### src/rtl/bram_rr_arbiter_pkg.sv
// Shared definitions for the two-client BRAM arbiter: client encoding and
// the saturating conflict-counter helper.
package bram_rr_arbiter_pkg;

    localparam logic CLIENT_A = 1'b0;
    localparam logic CLIENT_B = 1'b1;
    localparam int   CNT_W    = 16;

    function automatic logic [CNT_W-1:0] sat_inc(input logic [CNT_W-1:0] cnt,
                                                 input logic             inc);
        if (inc && (cnt != {CNT_W{1'b1}}))
            return cnt + 1'b1;
        return cnt;
    endfunction

endpackage

### src/rtl/bram_rr_arbiter_arb2.sv
// Two-way round-robin arbiter with a registered pointer. The grant is
// combinational; the pointer moves to the loser after every grant.
module rr_arb2
    import bram_rr_arbiter_pkg::*;
(
    input  logic       clk,
    input  logic       rst,
    input  logic [1:0] req,
    output logic [1:0] gnt,
    output logic       owner
);

    logic ptr;

    always_comb begin
        owner = CLIENT_A;
        gnt   = 2'b00;
        if (req == 2'b11)
            owner = ptr;
        else if (req[1])
            owner = CLIENT_B;
        // Held-in-reset arbiters must not grant, so the BRAM sees no strobes.
        if (!rst && (req != 2'b00))
            gnt = (owner == CLIENT_B) ? 2'b10 : 2'b01;
    end

    always_ff @(posedge clk or posedge rst) begin
        if (rst)
            ptr <= CLIENT_A;
        else if (gnt != 2'b00)
            ptr <= ~owner;
    end

endmodule

### src/rtl/bram_rr_arbiter.sv
// Shares a simple dual-port BRAM between clients A and B. Write and read
// ports are arbitrated independently, so a write and a read can overlap.
module bram_rr_arbiter
    import bram_rr_arbiter_pkg::*;
#(
    parameter int N_ADDR     = 256,
    parameter int DATA_WIDTH = 16,
    localparam int AW        = $clog2(N_ADDR)
) (
    input  logic                  clk,
    input  logic                  rst,
    input  logic                  a_req,
    input  logic                  a_we,
    input  logic [AW-1:0]         a_addr,
    input  logic [DATA_WIDTH-1:0] a_din,
    output logic                  a_gnt,
    output logic                  a_dvalid,
    input  logic                  b_req,
    input  logic                  b_we,
    input  logic [AW-1:0]         b_addr,
    input  logic [DATA_WIDTH-1:0] b_din,
    output logic                  b_gnt,
    output logic                  b_dvalid,
    output logic [DATA_WIDTH-1:0] rd_data,
    output logic                  bram_wen,
    output logic [AW-1:0]         bram_wadd,
    output logic [DATA_WIDTH-1:0] bram_win,
    output logic                  bram_ren,
    output logic [AW-1:0]         bram_radd,
    input  logic [DATA_WIDTH-1:0] bram_wout,
    output logic [CNT_W-1:0]      wr_conflicts,
    output logic [CNT_W-1:0]      rd_conflicts
);

    logic [1:0] wr_req, rd_req, wr_gnt, rd_gnt;
    logic       wr_owner, rd_owner;

    assign wr_req = {b_req &  b_we, a_req &  a_we};
    assign rd_req = {b_req & ~b_we, a_req & ~a_we};

    rr_arb2 u_wr_arb (
        .clk   (clk),
        .rst   (rst),
        .req   (wr_req),
        .gnt   (wr_gnt),
        .owner (wr_owner)
    );

    rr_arb2 u_rd_arb (
        .clk   (clk),
        .rst   (rst),
        .req   (rd_req),
        .gnt   (rd_gnt),
        .owner (rd_owner)
    );

    assign a_gnt = wr_gnt[0] | rd_gnt[0];
    assign b_gnt = wr_gnt[1] | rd_gnt[1];

    // Idle owner is A, so the muxes rest on client A's fields.
    assign bram_wen  = |wr_gnt;
    assign bram_ren  = |rd_gnt;
    assign bram_wadd = rst ? '0 : ((wr_owner == CLIENT_B) ? b_addr : a_addr);
    assign bram_win  = rst ? '0 : ((wr_owner == CLIENT_B) ? b_din  : a_din);
    assign bram_radd = rst ? '0 : ((rd_owner == CLIENT_B) ? b_addr : a_addr);

    assign rd_data = bram_wout;

    always_ff @(posedge clk or posedge rst) begin
        if (rst) begin
            a_dvalid     <= 1'b0;
            b_dvalid     <= 1'b0;
            wr_conflicts <= '0;
            rd_conflicts <= '0;
        end else begin
            a_dvalid     <= rd_gnt[0];
            b_dvalid     <= rd_gnt[1];
            wr_conflicts <= sat_inc(wr_conflicts, &wr_req);
            rd_conflicts <= sat_inc(rd_conflicts, &rd_req);
        end
    end

endmodule
### config.mk
export PLATFORM = sky130hd
export DESIGN_NAME = bram_rr_arbiter
export DESIGN_NICKNAME = d
export VERILOG_FILES = /design/src/rtl/bram_rr_arbiter_pkg.sv /design/src/rtl/bram_rr_arbiter_arb2.sv /design/src/rtl/bram_rr_arbiter.sv
export SDC_FILE = /design/constraint.sdc
export NUM_CORES = 1
export LEC_CHECK = 0
export CORE_MARGIN = 2
export CORE_UTILIZATION = 37
export DETAILED_ROUTE_END_ITERATION = 10
export GPL_ROUTABILITY_DRIVEN = 0
export PLACE_DENSITY_LB_ADDON = 0.3
export SYNTH_ARGS = -nofsm -noshare
export SYNTH_HDL_FRONTEND = slang
export SYNTH_SLANG_ARGS = --single-unit
### constraint.sdc
create_clock -name clk -period 2.2 [get_ports clk]
set_input_delay 0.33 -clock clk [delete_from_list [all_inputs] [get_ports clk]]
set_output_delay 0.33 -clock clk [all_outputs]
set_load 0.03 [all_outputs]
==> results.cfg <==
[synth]
yosysWarnings = 0
avgSynthCellArea_um2 = 8.57
syn_nets = 351
synth_ff_type = dfrtp_1
synthArstFlopShare_pct = 100
syn_inst = 279
synth-seq-area-share_pct = 37.7
synth-seq-cells = 36
synth_area_mm2 = 0.00239
yosysUniqueCellTypes = 40
synth_edf_count = 0

[pwr]
ir_worst_vdd_mv = 0.393
p_leak_nw = 1.75
p_per_area_mw_per_mm2 = 589

[hold_path]
hold_end = wr_conflicts[13]
worstHoldStart = wr_conflicts[13]
hold_depth = 1
hp-class = reg -> reg

[sta]
drv_slew = 0
max_slew.worst_pin.slew_ns = 0.452
whs_ns = 0.512
rsz0062_at_grt = false
setup_viol = 0
setup-tns-final_ns = 0
timing.final.crit_share_pct = 94.8
max_freq_ghz = 0.479
skew_ns = 0.00453
finalWorstSetupSlack_ns = 0.114
hold_violations = 0
fin_crit_ns = 2.09
slew_headroom_pct = 69.9

[global_route]
grtUsageTotal_pct = 18.8
grt_pass1_wl_um = 11200
antenna_found_initial = 0
grt_overflow = 0
grt_max_degree = 37
grt_pass1_vias = 2490

[detailed_routing]
wl_per_cell_um = 14.4
first_pass_iters = 4
drt_wl_total_um = 6850
routed_via_density = 5.09
first_iter_violations = 49
vias = 2417
drc = 0
ant_nets = 0

[placement]
hpwl_um = 5110
placed_cells = 466
io_buffers = 123
post-place-ws_ns = 0.0354

[setup_path]
worstRegToRegCells = 5
start_kind = primary input
critPathKind = in -> out
cp.arrival_ns = 1.76
endpoint_kind = primary output
r2r-end = rd_conflicts[1]
crit_fanout = 13
rr_startpoint = rd_conflicts[0]
critical_path_required_ns = 1.87
r2r_slack_ns = 0.46
startpoint = b_req

[clocking]
cts_buffers = 5
cts_resized = 0
cts_setup_buffers = 0
htreeDepth = 2
hold_buffers = 0
cts_tree = built
max-clock-path-buffers = 2
clkTransAtPathRegs_ns = 0.07
cts_root_buf = clkbuf_8
clock-sinks = 36
clk_latency_ns = 0.28

[run]
cap_violations = 0

[run_status]
status = finished clean

[floorplanning]
io_pins = 156
die_h_um = 84.4
start_util_pct = 37.9
die_w_um = 84.4
fp.coreArea_mm2 = 0.00631
fp-row-count = 29
dieArea_mm2 = 0.00712

[finish]
fill_cells = 561
areaGrowthSynthToFinish_pct = 59.1
drive_gt1_share_pct = 19.6
num-nets-final = 469
antenna_cells = 0
finalNonFillerCells = 475
[cell type report]
cell class	count	area [um^2]	area share, %
multi-input cells	210	1340	35.2
clock inverters	2	35.0	0.921
flip-flops and latches	36	901	23.7
inverters	5	18.8	0.494
clock buffers	6	72.6	1.91
well taps	77	96.3	2.53
repair buffers	139	1340	35.2
[registers in the layout, summed over array words and instances (netlist names)]
signal and flops:
wr_conflicts 16, rd_conflicts 16, u_wr_arb.ptr 1, a_dvalid 1
u_rd_arb.ptr 1, b_dvalid 1
[cell families (layout without fill, tap and decap cells)]
group	count (synthesis)	after routing	synth area share (%)
AO/OA/AOI/OAI	40	40	9.69
adder cells (fa/ha/maj)	2	2	1.05
flip-flops	36	36	37.7
multiplexers	14	14	6.23
XOR/XNOR	23	23	8.43
buffers and inverters	33	152	8.06
AND/OR/NAND/NOR	131	131	28.8
[cell usage after synthesis, types with 5 or more instances]
cell	n	area share, %
a21oi_1	30	6.3
buf_2	7	1.5
buf_4	16	5.0
clkbuf_1	5	0.79
dfrtp_1	36	38
inv_1	5	0.79
mux2i_1	10	4.2
nand2_1	58	9.1
nand2b_1	5	1.3
nand3_1	11	2.3
nand4_1	8	2.1
nor2_1	13	2.0
nor3_1	9	1.9
xnor2_1	13	4.8
xor2_1	10	3.7
[how the worst max path moves through the flow]
stage | endpoint | slack (ns) | depth (start not counted)
global route | bram_radd[2] | 0.01 | 7
CTS | b_gnt | 0.03 | 7
floorplan | b_gnt | 0.31 | 4
finish | bram_win[14] | 0.11 | 7
global placement | b_gnt | 0.06 | 7
detailed placement | b_gnt | 0.04 | 7
[metal layers]
metal	global-route usage [%]	vias up	wire length [um]
met5	0	-	0
met4	7.65	0	157
met3	5.11	11	472
met2	33.3	94	3520
met1	21.5	1130	2710
li1	-	1182	-
[layout by cell type, fill, tap and decap left out, types with 3 or more instances in the layout]
| cell | Yosys | routed |
|---|---|---|
| nor2_1 | 13 | 13 |
| nor4_1 | 3 | 3 |
| clkbuf_8 | 0 | 5 |
| buf_4 | 16 | 46 |
| clkdlybuf4s50_1 | 0 | 84 |
| buf_12 | 0 | 4 |
| xnor2_1 | 13 | 13 |
| nand3_1 | 11 | 11 |
| mux2i_1 | 10 | 9 |
| a21oi_1 | 30 | 29 |
| dfrtp_1 | 36 | 36 |
| inv_1 | 5 | 5 |
| nand2b_1 | 5 | 4 |
| xor2_1 | 10 | 10 |
| and3_1 | 4 | 4 |
| nand2_1 | 58 | 57 |
| dlymetal6s2s_1 | 0 | 3 |
| nand4_1 | 8 | 8 |
| mux2_2 | 3 | 3 |
| and4_1 | 4 | 4 |
| nor3_1 | 9 | 9 |
[power breakdown]
part / switching (mW) / total [mW] / internal (mW) / leakage (nW)
Sequential: 0.108 / 0.842 / 0.735 / 0.463
Combinational: 0.436 / 0.830 / 0.394 / 1.23
Clock: 0.231 / 0.567 / 0.336 / 0.0552
Total: 0.775 / 2.24 / 1.46 / 1.75
[stage by stage]
stage | total power [mW] | utilization [%] | area, um^2
after global placement | 1.66 | 57.3 | 3620
after global routing | 2.35 | 60.2 | 3800
after detailed placement | 1.67 | 57.3 | 3620
final | 2.24 | 60.2 | 3800
after CTS | 2.25 | 59.0 | 3720
after floorplan | 1.32 | - | 2390
[worst max-delay path, cell delays in order]
cell             delay (ns)
clkdlybuf4s50_1        0.51
nand2_1                0.11
o21ba_4                0.28
buf_12                 0.13
nand2_1                0.06
a21oi_1                0.15
buf_4                  0.19
(Power assumes the default switching activity.)
